## src/rtl/mem_access_ctrl_if.sv

```systemverilog
// Data-bus handshake bundle between the M-stage load/store controller and memory.
// Driven fields are registered by the controller; ack/rdata come back from the bus.
interface mem_access_ctrl_if;
  logic        bus_req;
  logic        bus_we;
  logic [31:0] bus_addr;
  logic [3:0]  bus_byteen;
  logic [31:0] bus_wdata;
  logic        bus_ack;
  logic [31:0] bus_rdata;

  modport master (
    output bus_req, bus_we, bus_addr, bus_byteen, bus_wdata,
    input  bus_ack, bus_rdata
  );

  modport slave (
    input  bus_req, bus_we, bus_addr, bus_byteen, bus_wdata,
    output bus_ack, bus_rdata
  );
endinterface

```

## src/rtl/mem_access_ctrl.sv

```systemverilog
// M-stage load/store controller: alignment check, byte-lane steering and a
// req/ack bus transaction with timeout, stalling the pipeline while outstanding.
module mem_access_ctrl #(
  parameter int TIMEOUT = 16
) (
  input  logic        clk,
  input  logic        reset,
  input  logic        mem_req,
  input  logic        mem_we,
  input  logic [2:0]  ld_op,
  input  logic [1:0]  st_op,
  input  logic [31:0] addr,
  input  logic [31:0] wdata,
  output logic        stall,
  output logic        addr_err,
  output logic        bus_err,
  output logic [31:0] rdata_raw,
  output logic [1:0]  rdata_off,
  mem_access_ctrl_if.master bus
);

  typedef enum logic [1:0] {IDLE, WAIT, DONE} state_t;

  localparam logic [7:0] TO_LAST = 8'(TIMEOUT - 1);

  state_t      state_reg,  state_next;
  logic [7:0]  cnt_reg,    cnt_next;
  logic        req_reg,    req_next;
  logic        we_reg,     we_next;
  logic [31:0] baddr_reg,  baddr_next;
  logic [3:0]  byteen_reg, byteen_next;
  logic [31:0] bwdata_reg, bwdata_next;
  logic [31:0] raw_reg,    raw_next;
  logic [1:0]  off_reg,    off_next;
  logic        err_reg,    err_next;

  logic        misaligned;
  logic [3:0]  lane_byteen;
  logic [31:0] lane_wdata;

  always_comb begin
    misaligned = 1'b0;
    if (mem_we) begin
      case (st_op)
        2'b00:   misaligned = (addr[1:0] != 2'b00);
        2'b01:   misaligned = addr[0];
        default: misaligned = 1'b0;
      endcase
    end else begin
      case (ld_op)
        3'b000:        misaligned = (addr[1:0] != 2'b00);
        3'b011, 3'b100: misaligned = addr[0];
        default:       misaligned = 1'b0;
      endcase
    end
  end

  assign addr_err = mem_req & misaligned;

  // Store data is replicated across all lanes; byte enables pick the live ones.
  always_comb begin
    lane_byteen = 4'b1111;
    lane_wdata  = wdata;
    if (mem_we) begin
      case (st_op)
        2'b00: begin
          lane_byteen = 4'b1111;
          lane_wdata  = wdata;
        end
        2'b01: begin
          lane_byteen = addr[1] ? 4'b1100 : 4'b0011;
          lane_wdata  = {2{wdata[15:0]}};
        end
        default: begin
          lane_byteen = 4'b0001 << addr[1:0];
          lane_wdata  = {4{wdata[7:0]}};
        end
      endcase
    end
  end

  always_comb begin
    state_next  = state_reg;
    cnt_next    = cnt_reg;
    req_next    = req_reg;
    we_next     = we_reg;
    baddr_next  = baddr_reg;
    byteen_next = byteen_reg;
    bwdata_next = bwdata_reg;
    raw_next    = raw_reg;
    off_next    = off_reg;
    err_next    = 1'b0;

    case (state_reg)
      IDLE: begin
        if (mem_req && !misaligned) begin
          req_next    = 1'b1;
          we_next     = mem_we;
          baddr_next  = {addr[31:2], 2'b00};
          byteen_next = lane_byteen;
          bwdata_next = lane_wdata;
          cnt_next    = 8'd0;
          if (!mem_we)
            off_next = addr[1:0];
          state_next  = WAIT;
        end
      end
      WAIT: begin
        // An ack arriving on the threshold cycle still completes normally.
        if (bus.bus_ack) begin
          if (!we_reg)
            raw_next = bus.bus_rdata;
          req_next   = 1'b0;
          state_next = DONE;
        end else if (cnt_reg == TO_LAST) begin
          if (!we_reg)
            raw_next = 32'd0;
          req_next   = 1'b0;
          err_next   = 1'b1;
          state_next = DONE;
        end else begin
          cnt_next = cnt_reg + 8'd1;
        end
      end
      DONE:    state_next = IDLE;
      default: state_next = IDLE;
    endcase
  end

  always_ff @(posedge clk or posedge reset) begin
    if (reset) begin
      state_reg  <= IDLE;
      cnt_reg    <= 8'd0;
      req_reg    <= 1'b0;
      we_reg     <= 1'b0;
      baddr_reg  <= 32'd0;
      byteen_reg <= 4'd0;
      bwdata_reg <= 32'd0;
      raw_reg    <= 32'd0;
      off_reg    <= 2'd0;
      err_reg    <= 1'b0;
    end else begin
      state_reg  <= state_next;
      cnt_reg    <= cnt_next;
      req_reg    <= req_next;
      we_reg     <= we_next;
      baddr_reg  <= baddr_next;
      byteen_reg <= byteen_next;
      bwdata_reg <= bwdata_next;
      raw_reg    <= raw_next;
      off_reg    <= off_next;
      err_reg    <= err_next;
    end
  end

  // Gated by reset so the pipeline is released the instant reset hits.
  assign stall = ~reset & mem_req & ~misaligned & (state_reg != DONE);

  assign bus_err        = err_reg;
  assign rdata_raw      = raw_reg;
  assign rdata_off      = off_reg;
  assign bus.bus_req    = req_reg;
  assign bus.bus_we     = we_reg;
  assign bus.bus_addr   = baddr_reg;
  assign bus.bus_byteen = byteen_reg;
  assign bus.bus_wdata  = bwdata_reg;

endmodule

```

## src/flat_wrapper.sv

```systemverilog
// flat-port wrapper written by rule: the top's interface ports become plain ports
module mem_access_ctrl_flat 
#(
  parameter int TIMEOUT = 16
)
  (clk, reset, mem_req, mem_we, ld_op, st_op, addr, wdata, stall, addr_err, bus_err, rdata_raw, rdata_off, bus_bus_req, bus_bus_we, bus_bus_addr, bus_bus_byteen, bus_bus_wdata, bus_bus_ack, bus_bus_rdata);
  mem_access_ctrl_if bus_i ();
  input  logic clk;
  input  logic reset;
  input  logic mem_req;
  input  logic mem_we;
  input  logic [2:0] ld_op;
  input  logic [1:0] st_op;
  input  logic [31:0] addr;
  input  logic [31:0] wdata;
  output logic stall;
  output logic addr_err;
  output logic bus_err;
  output logic [31:0] rdata_raw;
  output logic [1:0] rdata_off;
  output wire logic [$bits(bus_i.bus_req)-1:0] bus_bus_req;
  output wire logic [$bits(bus_i.bus_we)-1:0] bus_bus_we;
  output wire logic [$bits(bus_i.bus_addr)-1:0] bus_bus_addr;
  output wire logic [$bits(bus_i.bus_byteen)-1:0] bus_bus_byteen;
  output wire logic [$bits(bus_i.bus_wdata)-1:0] bus_bus_wdata;
  input wire logic [$bits(bus_i.bus_ack)-1:0] bus_bus_ack;
  input wire logic [$bits(bus_i.bus_rdata)-1:0] bus_bus_rdata;
  assign bus_bus_req = bus_i.bus_req;
  assign bus_bus_we = bus_i.bus_we;
  assign bus_bus_addr = bus_i.bus_addr;
  assign bus_bus_byteen = bus_i.bus_byteen;
  assign bus_bus_wdata = bus_i.bus_wdata;
  assign bus_i.bus_ack = bus_bus_ack;
  assign bus_i.bus_rdata = bus_bus_rdata;
  mem_access_ctrl #(.TIMEOUT(TIMEOUT)) u_core (.clk(clk), .reset(reset), .mem_req(mem_req), .mem_we(mem_we), .ld_op(ld_op), .st_op(st_op), .addr(addr), .wdata(wdata), .stall(stall), .addr_err(addr_err), .bus_err(bus_err), .rdata_raw(rdata_raw), .rdata_off(rdata_off), .bus(bus_i));
endmodule
```

## config.mk

```make
export PLATFORM = sky130hd
export DESIGN_NAME = mem_access_ctrl_flat
export DESIGN_NICKNAME = d
export VERILOG_FILES = /design/src/rtl/mem_access_ctrl_if.sv /design/src/rtl/mem_access_ctrl.sv /design/src/flat_wrapper.sv
export SDC_FILE = /design/constraint.sdc
export NUM_CORES = 1
export LEC_CHECK = 0
export CORE_MARGIN = 10
export CORE_UTILIZATION = 46
export DETAILED_ROUTE_END_ITERATION = 16
export GPL_TIMING_DRIVEN = 0
export PLACE_DENSITY = 0.86
export SETUP_SLACK_MARGIN = 0.4
export SKIP_CTS_REPAIR_TIMING = 1
export SYNTH_ARGS = -nofsm -noshare
export SYNTH_HDL_FRONTEND = slang
export SYNTH_SLANG_ARGS = --single-unit
```

## constraint.sdc

```tcl
create_clock -name clk -period 9.8 [get_ports clk]
set_input_delay 1.96 -clock clk [delete_from_list [all_inputs] [get_ports clk]]
set_output_delay 1.96 -clock clk [all_outputs]
set_load 0.05 [all_outputs]
```

# Word-level counts from Yosys, hierarchy flattened
# Cells that the tools add are included.
[classes] eq_ne=10 n_bitwise=8 multipliers=0 addsub=1 muxes=27 n_reduce_logical=15 div=0 order_cmp=0 shifts=1
[op_table] op="$mux W32" n=5
[op_table] op="$pmux W32 S2" n=1
[op_table] op="$mux W8" n=3
[op_table] op="$pmux W8 S2" n=1
[op_table] op="$reduce_and A3 Y1" n=3
[op_table] op="$add A8 B1 Y8 const B" n=1
[op_table] op="$eq A8 B4 Y1 const B" n=1
[op_table] op="$mux W4" n=2
[op_table] op="$pmux W4 S2" n=1
[op_table] op="$mux W1" n=7
[op_table] op="$mux W2" n=3
[op_table] op="$ne A2 B2 Y1 const B" n=3
[op_table] op="$pmux W1 S2" n=3
[op_table] op="$reduce_bool A2 Y1" n=3
[op_table] op="$and A1 B1 Y1" n=4
[op_table] op="$eq A2 B1 Y1 const B" n=2
[op_table] op="$logic_not A2 Y1" n=2
[op_table] op="$not A1 Y1" n=4
[op_table] op="$pmux W2 S2" n=1
[op_table] op="$reduce_and A2 Y1" n=2
[op_table] op="$reduce_and A4 Y1" n=1
[op_table] op="$shl A1 B2 Y4 const A" n=1
[op_table] op="$eq A3 B2 Y1 const B" n=1
[op_table] op="$eq A3 B3 Y1 const B" n=1
[op_table] op="other kinds (6)" n=6
[word_totals] latchBits=0 mem_bits_rw=0 ff_bits=113 romBits=0 mem_count=0 in_bits=106 out_inout_bits=107

# Depth between registers and ports, before layout
[depth] depth_word=8 mapped_depth=8 depth_no_buf=6

# Worst setup path after synthesis
# No wires, ideal clock.
[synth_path] path_type="input to output" startpoint="input port reset" endpoint="output port stall" required_time_ns=7.840 stages=3 slack_ns=2.400 n_path_buf=0 arrival_time_ns=5.440 cell_sequence="inv_1 o211ai_1 a21oi_1"
[synth_between] elab_chain_len=4
[synth_rtl] element="start: declaration" line="flat_wrapper.sv:9" source="input logic reset;"
[synth_rtl] element="$not A1 Y1" line="mem_access_ctrl.sv:157" source="assign stall = ~reset & mem_req & ~misaligned & (state_reg != DONE);"
[synth_rtl] element="$and A1 B1 Y1 (3 in a row)" line="mem_access_ctrl.sv:157"
[synth_rtl] element="end: declaration" line="flat_wrapper.sv:16" source="output logic stall;"
# Every way passes these cells.

# Worst setup path in the final report
# Same ends and word-level chain as after synthesis.

==> results.toml <==
[critical_path]
worst_setup_path_end_kind = "output pin"
cpLargestDelayFamily = "buffers and inverters"
critical_path.most_common_cell = "sky130_fd_sc_hd__clkdlybuf4s50_1"
startpoint_type = "input port"
timing.setup.critical_path_class = "input port to output pin"
critical_path.max_fanout = 63
arrival_time_at_the_worst_endpoint_ns = 4.45
cp_cell_sequence = "clkdlybuf4s50_1 -> inv_4 -> buf_16 -> o211ai_1 -> a21oi_1 -> clkdlybuf4s50_1"
cp_num_buf_inv = 4
worst-endpoint-required_ns = 7.84
critical-path-slowest-cell = "sky130_fd_sc_hd__clkdlybuf4s50_1"
worst_path_largest_cell_delay_ns = 0.84

[global_routing]
overflow = 0
grt_antenna_before_repair = 0
maximum_number_of_pins_on_one_net_before_global_route_repair = 64
grt_pass1_wl_mm = 25.70
total_routing_resource_utilization_after_global_routing_pct = 21.55
grt_pass1_vias = 4922

[die]
dieWidth_um = 124.0
die_y_um = 124.0
die_area_mm2 = 0.01536
core_region_area_mm2 = 0.01042
placementRows = 37
io_pins = 213
initial_utilization_pct = 47.72

[yosys]
yosys_warnings = 0
yosys_register_bits = 113
post_synth_instance_area_mm2 = 0.004971
post_synth_inst_count = 523
syn_avg_cell_area_um2 = 9.505
ys_types = 45
seq_area_frac_synth_pct = 56.88

[cells_and_area]
most_frequent_standard_cell_in_the_layout_excluding_fill_and_tap_cells = "sky130_fd_sc_hd__clkdlybuf4s50_1"
multi_input_area_mm2 = 0.001785
area_occupied_by_registers_mm2 = 0.002828
layout.cells.most_common_list = "206 x sky130_fd_sc_hd__clkdlybuf4s50_1, 150 x sky130_fd_sc_hd__nand2_1, 113 x sky130_fd_sc_hd__dfrtp_1, 47 x sky130_fd_sc_hd__o21ai_0, 37 x sky130_fd_sc_hd__nand3_1"
share_of_layout_cells_above_drive_strength_1_pct = 7.995
syn2layout_area_growth_pct = 56.71
finish.cell_count_without_fillers = 899
antenna-diode-count = 0
num-fill-cells = 720
final_layout_net_count = 857

[route]
routed_wirelength_mm = 16.80
routed_wire_length_per_instance_um = 18.68
detail_route.vias_per_cell = 5.151
drc_violation_count_after_routing = 0
drt_iter0_drc = 439
detailroute.via_count = 4631
postRouteAntennaNets = 0
first_pass_iters = 5

[clock_network]
numCtsBuffers = 17
tritoncts_clock_tree = "built"
cts.htree.levels = 4
ctsRootBufferMaster = "sky130_fd_sc_hd__clkbuf_8"
clockBufferDepth = 2
clock_latency_ns = 0.51
cts_num_sinks = 113
clk_transition_reported_paths_ns = 0.06

[timing]
fin_tns_setup_ns = 0
slew_viol_final = 0
fmax_ghz = 0.1560
min_period_over_period_pct = 65.42
worst_slew_margin_rel_pct = 56.11
fin_ws_ns = 3.389
holdWs_ns = 0.4738
clock_skew_ns = 0.01132
grt_setup_unrepaired = "false"
max_slew.worst_pin.slew_ns = 0.6583
finalSetupViolCount = 0
finalCriticalPeriod_ns = 6.411
finalHoldViolCount = 0

[placed_design]
dp_slack_ns = 3.317
place_congestion = 0.8816
detailedPlacementHpwl_mm = 12.96
io_buffers = 206
placed_cells = 867

[min_path]
worst_hold_path_type = "register to register"

[pwr]
p_per_area_mw_per_mm2 = 343.1
total_leakage_power_uw = 0.003580
vdd.ir_drop.worst_mv = 0.1988

[flow_run]
max_cap_check_violation_count = 0

[outcome]
outcome = "finished, final reports clean"
## path summary, 6_finish.rpt
kind | from | endpoint | slack (ns) | depth (start not counted)
setup / recovery | reset | stall | 3.39 | 6
hold / removal | u_core.bus.bus_addr[5] | u_core.bus.bus_addr[5] | 0.47 | 2
setup reg to reg | u_core.cnt_reg[0] | u_core.rdata_raw[14] | 7.62 | 7
hold reg to reg | u_core.bus.bus_addr[5] | u_core.bus.bus_addr[5] | 0.47 | 2
max in group asynchronous | reset | u_core.bus.bus_wdata[9] | 7.14 | 3
min in group asynchronous | reset | u_core.rdata_raw[29] | 1.93 | 2
## area by class of cell
class,count,share of cell area (%)
inverters,36,1.767
multi-input cells,341,22.92
flip-flops and latches,113,36.30
well taps,136,2.184
plain buffers,34,2.907
clock inverters,11,1.462
clock buffers,21,5.638
repair buffers,207,26.82
## synthesized netlist by cell type, drive strengths merged
master,number,area share [%]
ha,1,0.25
a21oi,9,1.1
nor3,3,0.63
o21ai,64,6.5
nand2b,1,0.13
buf,22,3.6
o21a,3,0.45
mux2i,16,3.2
a31oi,3,0.38
or3,1,0.13
conb,1,0.075
a41oi,2,0.35
nor4,2,0.38
dfrtp,113,57
mux2,3,0.75
o211ai,3,0.45
inv,36,2.7
nor2,8,0.60
o2111a,1,0.23
and3,2,0.25
nand3,37,3.7
a21o,3,0.45
nor3b,2,0.30
a22o,9,1.6
and4b,1,0.20
clkbuf,12,0.93
a22oi,8,1.2
nand2,151,12
a211oi,1,0.15
and2,1,0.13
o2111ai,1,0.18
nor2b,2,0.25
or3b,1,0.18
## metal layers
layer	up-vias	share of wire, %	track usage, %
li1	2193	-	-
met1	2196	38	23.98
met2	224	47	35.23
met3	18	13	11.27
met4	0	1.4	6.691
met5	-	0	0
## cell families (layout without fill, tap and decap cells)
kind of cell | after synthesis | after routing | synth area share (%)
AND/OR/NAND/NOR | 212 | 212 | 18.45
flip-flops | 113 | 113 | 56.88
AO/OA/AOI/OAI | 107 | 107 | 13.09
buffers and inverters | 70 | 309 | 7.274
multiplexers | 19 | 19 | 3.977
adder cells (fa/ha/maj) | 1 | 1 | 0.2517
other | 1 | 2 | 0.07544
## through the flow
stage	utilization (%)	total power [µW]	cell area, µm²
6_report	74.79	2673	7790
5_1_grt	74.79	2797	7790
4_1_cts	74.79	2692	7790
3_5_place_dp	69.48	2109	7237
3_3_place_gp	69.19	2076	7207
2_1_floorplan	-	1592	4975
## report_power, final
part / total (µW) / switching, µW / internal, µW
combinational: 1340 / 912 / 431
clock: 573 / 208 / 365
sequential: 756 / 108 / 648
total: 2670 / 1230 / 1440
## worst reg2reg max path, stage by stage, from the launching register on
cell and delay (ns):
sky130_fd_sc_hd__dfrtp_1 0.38, sky130_fd_sc_hd__ha_1 0.20, sky130_fd_sc_hd__and3_1 0.17, sky130_fd_sc_hd__clkbuf_1 0.21, sky130_fd_sc_hd__a21oi_1 0.18, sky130_fd_sc_hd__nor3_4 0.38, sky130_fd_sc_hd__clkbuf_1 0.38, sky130_fd_sc_hd__o21ai_0 0.15
Power figures use the tool's default switching activity.
